## src/rtl/bus_tx_driver.sv

```systemverilog
// Bus driving end: buffers producer words in a FIFO and emits them one beat
// at a time on a valid-only bus, with a fixed idle gap after every beat.
module bus_tx_driver #(
  parameter int DATA_W = 16,
  parameter int DEPTH  = 4,
  parameter int GAP    = 0,
  parameter int CNT_W  = 16
) (
  input  logic                     clk,
  input  logic                     rst,
  input  logic                     en,
  input  logic                     in_valid,
  output logic                     in_ready,
  input  logic [DATA_W-1:0]        in_data,
  output logic                     bus_valid,
  output logic [DATA_W-1:0]        bus_data,
  output logic [$clog2(DEPTH):0]   fifo_level,
  output logic [CNT_W-1:0]         sent_count,
  output logic                     busy
);

  localparam int AW = $clog2(DEPTH);
  localparam int GW = (GAP > 1) ? $clog2(GAP) : 1;
  localparam logic [GW-1:0] GAP_LD = GW'((GAP > 0) ? GAP - 1 : 0);
  localparam logic [AW:0] FULL = (AW+1)'(DEPTH);

  typedef enum logic [1:0] {
    S_IDLE,
    S_SEND,
    S_GAP
  } state_t;

  state_t state;
  state_t state_nxt;

  logic [DATA_W-1:0] mem [DEPTH];
  logic [AW-1:0]     rd_ptr;
  logic [AW-1:0]     wr_ptr;
  logic [GW-1:0]     gap_cnt;
  logic [GW-1:0]     gap_nxt;
  logic              push;
  logic              pop;
  logic              can_go;
  logic              bv_nxt;
  logic [DATA_W-1:0] bd_nxt;

  assign in_ready = (fifo_level != FULL) & ~rst;
  assign push     = in_valid & in_ready;
  assign can_go   = en & (fifo_level != '0);
  assign busy     = (state != S_IDLE) | (fifo_level != '0);

  // every entry into SEND pops the head word onto the bus
  assign pop = (state_nxt == S_SEND);

  always_ff @(posedge clk or posedge rst) begin
    if (rst) begin
      state <= S_IDLE;
    end else begin
      state <= state_nxt;
    end
  end

  always_comb begin
    state_nxt = state;
    unique case (state)
      S_IDLE: begin
        if (can_go) state_nxt = S_SEND;
      end
      S_SEND: begin
        if (GAP > 0)     state_nxt = S_GAP;
        else if (can_go) state_nxt = S_SEND;
        else             state_nxt = S_IDLE;
      end
      S_GAP: begin
        if (gap_cnt == '0)
          state_nxt = can_go ? S_SEND : S_IDLE;
      end
      default: state_nxt = S_IDLE;
    endcase
  end

  always_comb begin
    bv_nxt  = pop;
    bd_nxt  = pop ? mem[rd_ptr] : '0;
    gap_nxt = gap_cnt;
    if (state == S_SEND)
      gap_nxt = GAP_LD;
    else if (state == S_GAP && gap_cnt != '0)
      gap_nxt = gap_cnt - 1'b1;
  end

  always_ff @(posedge clk or posedge rst) begin
    if (rst) begin
      bus_valid  <= 1'b0;
      bus_data   <= '0;
      gap_cnt    <= '0;
      sent_count <= '0;
      rd_ptr     <= '0;
      wr_ptr     <= '0;
      fifo_level <= '0;
    end else begin
      bus_valid  <= bv_nxt;
      bus_data   <= bd_nxt;
      gap_cnt    <= gap_nxt;
      sent_count <= sent_count + {{(CNT_W-1){1'b0}}, pop};
      if (pop)  rd_ptr <= rd_ptr + 1'b1;
      if (push) wr_ptr <= wr_ptr + 1'b1;
      unique case ({push, pop})
        2'b10:   fifo_level <= fifo_level + 1'b1;
        2'b01:   fifo_level <= fifo_level - 1'b1;
        default: fifo_level <= fifo_level;
      endcase
    end
  end

  // storage needs no reset: pointers and level define what is valid
  always_ff @(posedge clk) begin
    if (push) mem[wr_ptr] <= in_data;
  end

endmodule

```

## config.mk

```make
export PLATFORM = sky130hd
export DESIGN_NAME = bus_tx_driver
export DESIGN_NICKNAME = d
export VERILOG_FILES = /design/src/rtl/bus_tx_driver.sv
export SDC_FILE = /design/constraint.sdc
export NUM_CORES = 1
export LEC_CHECK = 0
export ABC_AREA = 1
export ABC_CLOCK_PERIOD_IN_PS = 6400
export BUFFER_PORTS_ARGS = -buffer_cell sky130_fd_sc_hd__buf_4
export CAP_MARGIN = 20
export CORE_MARGIN = 2
export CORE_UTILIZATION = 50
export DETAILED_ROUTE_END_ITERATION = 7
export PLACE_DENSITY = 0.71
export SETUP_SLACK_MARGIN = 0.4
export SLEW_MARGIN = 20
export SYNTH_ARGS = -nofsm -noshare
export SYNTH_HDL_FRONTEND = slang
export SYNTH_SLANG_ARGS = --single-unit
```

## constraint.sdc

```tcl
create_clock -name clk -period 6.4 [get_ports clk]
set_clock_uncertainty 0.2 [all_clocks]
set_input_delay 1.28 -clock clk [delete_from_list [all_inputs] [get_ports clk]]
set_output_delay 1.28 -clock clk [all_outputs]
set_load 0.05 [all_outputs]
```

Yosys cells after proc, flatten, opt, wreduce, memory -nomap -nowiden
Memories as Yosys holds them, arrays and structs flattened. Index checks and enable logic that the tools add are counted.

Memories kept: 1. Register bits: 43. Memory bits (writable): 64.

Muxes and demuxes: 10. $add $sub $neg: 6. Bitwise gates (word level): 5. Reduce and logical (&&, ||, !) cells: 6. Eq/ne operators: 6.

Memory list: mem (depth 4, width 16, read ports 1, clocked after Yosys merged registers in 0, write ports 1, RTL line 36) `logic [DATA_W-1:0] mem [DEPTH];`.

Operators by type and width (count): adder 16 x 1 -> 16 bit (1); 2-to-1 mux 16 bit (1); equality test 2 x 1 -> 1 bit (second input constant) (3); one-hot mux 2 bit (3 select lines) (1); one-hot mux 3 bit (2 select lines) (1); nonzero test 2 bit (3); 2-to-1 mux 1 bit (5); adder 2 x 1 -> 2 bit (second input constant) (2); equality test 2 bit (second input constant) (2); 2-to-1 mux 2 bit (2); adder 3 x 1 -> 3 bit (second input constant) (1); bitwise AND 1 bit (3); inequality test 3 bit (second input constant) (1); nonzero test 3 bit (1); subtractor 3 x 1 -> 3 bit (second input constant) (1); zero test 2 bit (1); logical AND 1 bit (1); inverter 1 bit (1); bitwise OR 1 bit (1); subtractor 1 bit (second input constant) (1).

Depth between registers and ports, before layout
Gate-level depths: netlist (run 1).

Depth in word-level cells: 8. Mapped depth: 12. Depth with buffers taken out: 11.

Least setup slack after synthesis (run 1)
No wires, ideal clock.

Path kind: in2reg. Start: input rst. End: memory mem[0][0], enable pin. Setup slack: 2.490 ns. Arrival time: 3.321 ns. Stages on the path: 3. Buffers on the path: 0. Cell sequence: inv_1 > nand3_2 > nor2_1.

Longest elaborated chain between the ends: 5.

Ends and longest elaborated chain: start: declaration (RTL line 10) `input logic rst,`; inverter 1 bit (RTL line 47) `assign in_ready = (fifo_level != FULL) & ~rst;`; bitwise AND 1 bit (RTL line 47); bitwise AND 1 bit (RTL line 48) `assign push = in_valid & in_ready;`; 2-to-1 mux 1 bit (RTL line 118) `if (push) mem[wr_ptr] <= in_data;`; 2-to-1 mux 1 bit (implied by the code) (RTL line 118); end: declaration (RTL line 36).

Every way passes these cells.

Worst setup path in the final report (run 1)
Start: input rst. End: register fifo_level[2].

Longest elaborated chain between the ends: 5. Elaborated cells between the ends (all ways): 7. Those cells by class: eq/ne (2); mux (1); bitwise (3); reduce/logical (1).

Ends and longest elaborated chain: inverter 1 bit (*) (RTL line 47); bitwise AND 1 bit (*) (RTL line 47); bitwise AND 1 bit (*) (RTL line 48); equality test 2 x 1 -> 1 bit / equality test 2 bit (equally long branches) (RTL line 108) `unique case ({push, pop})`; one-hot mux 3 bit (2 select lines) / nonzero test 2 bit (equally long branches); end signal: assignment (RTL line 109) `2'b10: fifo_level <= fifo_level + 1'b1;`; end signal: assignment (RTL line 110) `2'b01: fifo_level <= fifo_level - 1'b1;`; end signal: assignment (RTL line 111) `default: fifo_level <= fifo_level;`; end: declaration (RTL line 17) `output logic [$clog2(DEPTH):0] fifo_level,`.

Every way passes the cells marked *; elsewhere a longest branch is shown, timed or not. A chain may end at the register's enable or synchronous reset.

==> flow_summary.yaml, run 1 <==
layout:
  antenna_cells: 0
  drive_gt1_frac: 0.214
  fin_cells: 565
  fin_nets: 480
  n_fill_cell: 706
  area_growth_pct: 15.7
synthesis:
  syn_area_per_cell_sq_um: 11.3
  yosysTopAreaCell: "edfxtp_1"
  synthFlopType: "edfxtp_1"
  synth_area_sq_um: 4430
  synthCells: 391
  synth_top_area_share: 0.434
  netlist_top_cells_count: "nor2_1 (80), nand2_1 (66), edfxtp_1 (64), dfrtp_1 (43), inv_1 (38)"
  yosys_register_bits: 107
  synth_edf_count: 64
  ys_top_cells_by_area: "edfxtp_1 (43%), dfrtp_1 (24%), nor2_1 (6.8%)"
  yosysUniqueCellTypes: 28
  yosysWarnings: 0
  ys_seq_area_frac: 0.677
  async_flop_share: 0.402
  synth.most_common_cell: "nor2_1"
  syn-num-nets: 419
timing:
  slew_viol_final: 0
  post-route-min-period_ns: 3.29
  rsz0062_at_grt: "no"
  worst_pin_slew_ns: 0.925
  tns_ns: 0
  fin_ws_ns: 3.11
  finalSetupViolations: 0
  hold_viol_final: 0
  timing.final.crit_share: 0.514
  fmax_mhz: 304
  slew_headroom: 0.383
status:
  status: "completed"
flow_run:
  maxCapViolations: 0
route:
  via_per_inst: 4.94
  drtIter0Drc: 145
  drt-total-wl_um: 7630
  antenna_left: 0
  drc_errors: 0
  wl_per_cell_um: 13.5
  drtPass1Iterations: 5
  vias: 2789
power:
  ir_drop_v: 0.000222
  power.share.combinational: 0.371
  pwr_density_cell_nw_per_um2: 447
  internal_power_mw: 1.36
  power.leakage_nw: 2.26
  p_sw_mw: 0.937
  swShare: 0.409
  total_power_mw: 2.29
  seqPwrFrac: 0.432
  pwr-share-clk: 0.196
grt:
  use_met2: 0.289
  top_usage_layer: "met2"
  met1_usage: 0.207
  grtUsageTotal: 0.168
  antenna_found_initial: 0
  met3_usage: 0.0387
  gr-total-overflow: 0
  grt_pass1_vias: 2725
  grt_max_degree: 45
  grt_first_pass_wirelength_um: 12500
clocking:
  clockRootBuffer: "clkbuf_8"
  clkSinkCount: 107
  cts_setup_buffers: 0
  ctsResizeCount: 0
  clk_latency_ns: 0.37
  ctsHoldBuffers: 0
  cts.path.max_buffers: 2
  cts_tree: "done"
  numCtsBuffers: 9
  htreeDepth: 3
  clk_pin_slew_ns: 0.10
die:
  die_x_um: 98.1
  start_util: 0.513
  ios: 58
  coreArea_sq_um: 8640
  die-height_um: 98.1
  rows: 34
  die-area_sq_um: 9630
setup_path:
  reg2reg_depth: 9
  cp_max_fo: 44
  critPathArrivalTime_ns: 3.35
  cp-start-kind: "input port"
  cp-end-kind: "flop"
  crit_type: "in2reg"
  worstPathRequired_ns: 6.46
placement:
  port_buffers: 57
  placed_cells: 549
  place_worst_setup_slack_ns: 2.64
  place_hpwl_um: 4910
  gp_congestion: 0.751
hold_path:
  min_path_type: "reg2reg"
  hold_path_depth: 1
## routing by layer
metal	part of all wire	up-vias	wire length, um
met2	0.51	77	3870
met3	0.058	14	439
met5	0	-	0
met4	0.019	0	143
li1	-	1378	-
met1	0.42	1320	3180
## state kept, by name, indices dropped and copies added (netlist names)
| signal | cells |
|---|---|
| wr_ptr | 2 |
| sent_count | 16 |
| bus_data | 16 |
| mem | 64 |
| rd_ptr | 2 |
| fifo_level | 3 |
| state | 2 |
| bus_valid | 1 |
| gap_cnt | 1 |
## cell families after synthesis
group / count (synthesis) / synth area share
AO/OA/AOI/OAI: 40 / 0.0463
AND/OR/NAND/NOR: 169 / 0.162
flip-flops: 107 / 0.677
adder cells (fa/ha/maj): 8 / 0.0243
buffers and inverters: 55 / 0.0670
XOR/XNOR: 12 / 0.0237
## critical path: stages
cell and delay, ns:
buf_4 0.11, inv_2 0.66, nand3_2 0.33, ha_1 0.30
inv_1 0.10, fa_1 0.20, nor2_1 0.05, nor2_1 0.09
nand2_1 0.07, xor2_1 0.14
## final cells by class
class	instances	area [sq um]	share of cell area
clock inverter	7	100	0.0195
tap	108	135	0.0264
timing repair buffer	61	458	0.0894
clock buffer	9	124	0.0242
multi-input combinational	229	1130	0.221
sequential	107	3000	0.585
inverter	44	173	0.0337
## per-stage QoR
stage                     utilization  area (sq um)  hold WS [ns]
after detailed placement        0.567          4900         0.301
after CTS                       0.593          5120         0.316
after global routing            0.593          5120         0.343
after global placement          0.567          4900         0.283
after floorplan                     -          4430         0.272
final                           0.593          5120         0.310
## cells in the final DEF, fill, tap and decap left out, types with 6 or more instances in the layout
cell and n:
clkbuf_8 9, inv_1 37, edfxtp_1 64, dfrtp_1 42
nor2_1 80, xor2_1 7, nand3_1 6, ha_1 7
nand2_1 66, o21ai_1 32, buf_4 61
## worst paths after layout
kind | from | endpoint | slack (ns)
max in group asynchronous | rst | rd_ptr[0]$_DFFE_PP0P_ | 4.45
worst min register to register | state[0]$_DFF_PP0_ | state[1]$_DFF_PP0_ | 0.31
worst max-delay path | rst | fifo_level[2]$_DFFE_PP0P_ | 3.11
worst min-delay path | state[0]$_DFF_PP0_ | state[1]$_DFF_PP0_ | 0.31
min in group asynchronous | rst | fifo_level[1]$_DFFE_PP0P_ | 0.92
worst max register to register | state[0]$_DFF_PP0_ | sent_count[8]$_DFF_PP0_ | 4.21
## power by group through the flow
| stage | Clock (mW) | Combinational, mW | Sequential (mW) |
|---|---|---|---|
| final | 0.450 | 0.851 | 0.991 |
| after floorplan | 0 | 0.465 | 1.21 |
| after global routing | 0.490 | 0.930 | 1.01 |
| after CTS | 0.460 | 0.863 | 0.992 |
| after global placement | 0 | 0.839 | 1.00 |
| after detailed placement | 0 | 0.860 | 1.00 |
Note: power is estimated with default switching activity, not from simulation.
==> inputs of run 2 (changes only) <==
--- a/config.mk
+++ b/config.mk
@@ -6,7 +6,7 @@
 export NUM_CORES = 1
 export LEC_CHECK = 0
 export ABC_AREA = 1
-export ABC_CLOCK_PERIOD_IN_PS = 6400
+export ABC_CLOCK_PERIOD_IN_PS = 3400
 export BUFFER_PORTS_ARGS = -buffer_cell sky130_fd_sc_hd__buf_4
 export CAP_MARGIN = 20
 export CORE_MARGIN = 2
==> constraint.sdc (replaced) <==
create_clock -name clk -period 3.4 [get_ports clk]
set_clock_uncertainty 0.2 [all_clocks]
set_input_delay 0.68 -clock clk [delete_from_list [all_inputs] [get_ports clk]]
set_output_delay 0.68 -clock clk [all_outputs]
set_load 0.05 [all_outputs]
==> flow_summary.yaml, run 2 (synthesized netlist as in run 1, its figures left out) <==
layout:
  antenna_cells: 0
  layout_commonest_cell: "nor2_1"
  largest_register: "mem"
  drive_gt1_frac: 0.214
  finalInstanceArea_sq_um: 5120
  most-common-layout-cells: "nor2_1 (80), nand2_1 (66), edfxtp_1 (64)"
  largest_reg_flops: 64
  area_growth_pct: 15.5
  fin_nets: 482
  post-route-util: 0.592
  biggestRegsByFlops: "mem x64, bus_data x16, sent_count x16"
die:
  ios: 58
  die-area_sq_um: 9630
  coreArea_sq_um: 8640
  die_x_um: 98.1
  start_util: 0.513
  die-height_um: 98.1
  rows: 34
route:
  antenna_left: 0
  drtIter0Drc: 155
  drc_errors: 0
  wl_per_cell_um: 13.8
  via_per_inst: 4.94
  vias: 2803
  drtPass1Iterations: 4
  drt-total-wl_um: 7840
power:
  pwr-share-clk: 0.182
  seqPwrFrac: 0.433
  ir_drop_v: 0.000569
  pwr_density_cell_nw_per_um2: 832
  p_sw_mw: 1.77
  swShare: 0.416
  power.share.combinational: 0.385
  power.leakage_nw: 2.26
  total_power_mw: 4.26
  internal_power_mw: 2.49
grt:
  gr-total-overflow: 0
  antenna_found_initial: 0
  grtUsageTotal: 0.173
  grt_pass1_vias: 2748
  grt_first_pass_wirelength_um: 13000
  grt_max_degree: 44
timing:
  hold_viol_final: 0
  fin_ws_ns: 1.03
  post-route-min-period_ns: 2.37
  rsz0062_at_grt: "no"
  slew_headroom: 0.414
  tns_ns: 0
  worst_pin_slew_ns: 0.879
  slew_viol_final: 0
  finalSetupViolations: 0
  timing.final.crit_share: 0.698
  fmax_mhz: 421
clocking:
  numCtsBuffers: 9
  htreeDepth: 3
  cts_setup_buffers: 0
  ctsHoldBuffers: 0
  ctsResizeCount: 0
  clk_pin_slew_ns: 0.10
  clockRootBuffer: "clkbuf_8"
  clk_latency_ns: 0.36
  clkSinkCount: 107
  cts_tree: "done"
  cts.path.max_buffers: 2
hold_path:
  min_path_type: "in2reg"
  min-delay-start: "in_data[0]"
  hold_path_depth: 1
  hold-path-endpoint: "mem[1][0]$_DFFE_PP_"
flow_run:
  maxCapViolations: 0
setup_path:
  ff2ff_setup_slack_ns: 1.18
  cp_max_fo: 4
  rr_endpoint: "sent_count[8]$_DFF_PP0_"
  cp-end-kind: "output port"
  critPathArrivalTime_ns: 1.49
  cp-start-kind: "flop"
  crit-reg2reg-launch: "state[0]$_DFF_PP0_"
  crit_type: "reg2out"
  worstPathRequired_ns: 2.52
  reg2reg_depth: 9
placement:
  gp_congestion: 0.797
  dpl-instance-area_sq_um: 4920
  place_worst_setup_slack_ns: 1.01
  port_buffers: 57
  place_hpwl_um: 5020
status:
  status: "completed"
-- run 2: cell types whose count changed in the layout (fill, tap and decap cells not counted), sizes merged --
cell / delta
buf: +2
bufinv: -1
clkinv: +1
-- run 2: how the worst max path moves through the flow --
stage                                         start                   endpoint  slack, ns  depth (start not counted)
after floorplan                                 rst  fifo_level[2]$_DFFE_PP0P_       0.54                          9
after global placement                           en   sent_count[10]$_DFF_PP0_       1.09                          9
final                     fifo_level[0]$_DFFE_PP0P_                       busy       1.03                          4
after detailed placement                         en    sent_count[8]$_DFF_PP0_       1.01                          9
after CTS                 fifo_level[0]$_DFFE_PP0P_                       busy        1.0                          4
after global routing      fifo_level[0]$_DFFE_PP0P_                       busy       0.93                          4
-- run 2: layout make-up --
class | count | area (sq um)
Fill cell | 711 | 3520
Sequential cell | 107 | 3000
Multi-Input combinational cell | 229 | 1130
Timing Repair Buffer | 63 | 473
Inverter | 44 | 176
Tap cell | 108 | 135
Clock buffer | 9 | 124
Clock inverter | 7 | 75.1
-- run 2: metal layers --
metal / global-route usage / share of wire / vias to the layer above
met3: 0.0322 / 0.039 / 10
met1: 0.226 / 0.46 / 1344
li1: - / - / 1385
met5: 0 / 0 / -
met4: 0.0673 / 0.014 / 0
met2: 0.290 / 0.49 / 64
-- run 2: critical path: stages, from the launching register on --
cell	delay, ns
dfrtp_1	0.42
inv_2	0.11
nand3_2	0.10
or3_1	0.31
buf_4	0.19
-- run 2: per-stage QoR --
stage	instances	hold WS [ns]
after detailed placement	551	0.294
after CTS	567	0.298
after global routing	567	0.291
after global placement	551	0.286
after floorplan	391	0.272
final	567	0.314
-- run 2: power by group through the flow --
stage	logic (mW)	clock network [mW]	registers (mW)
after floorplan	0.875	0	2.27
after global placement	1.62	0	1.87
after detailed placement	1.66	0	1.87
after CTS	1.67	0.796	1.85
after global routing	1.81	0.846	1.88
final	1.64	0.774	1.84
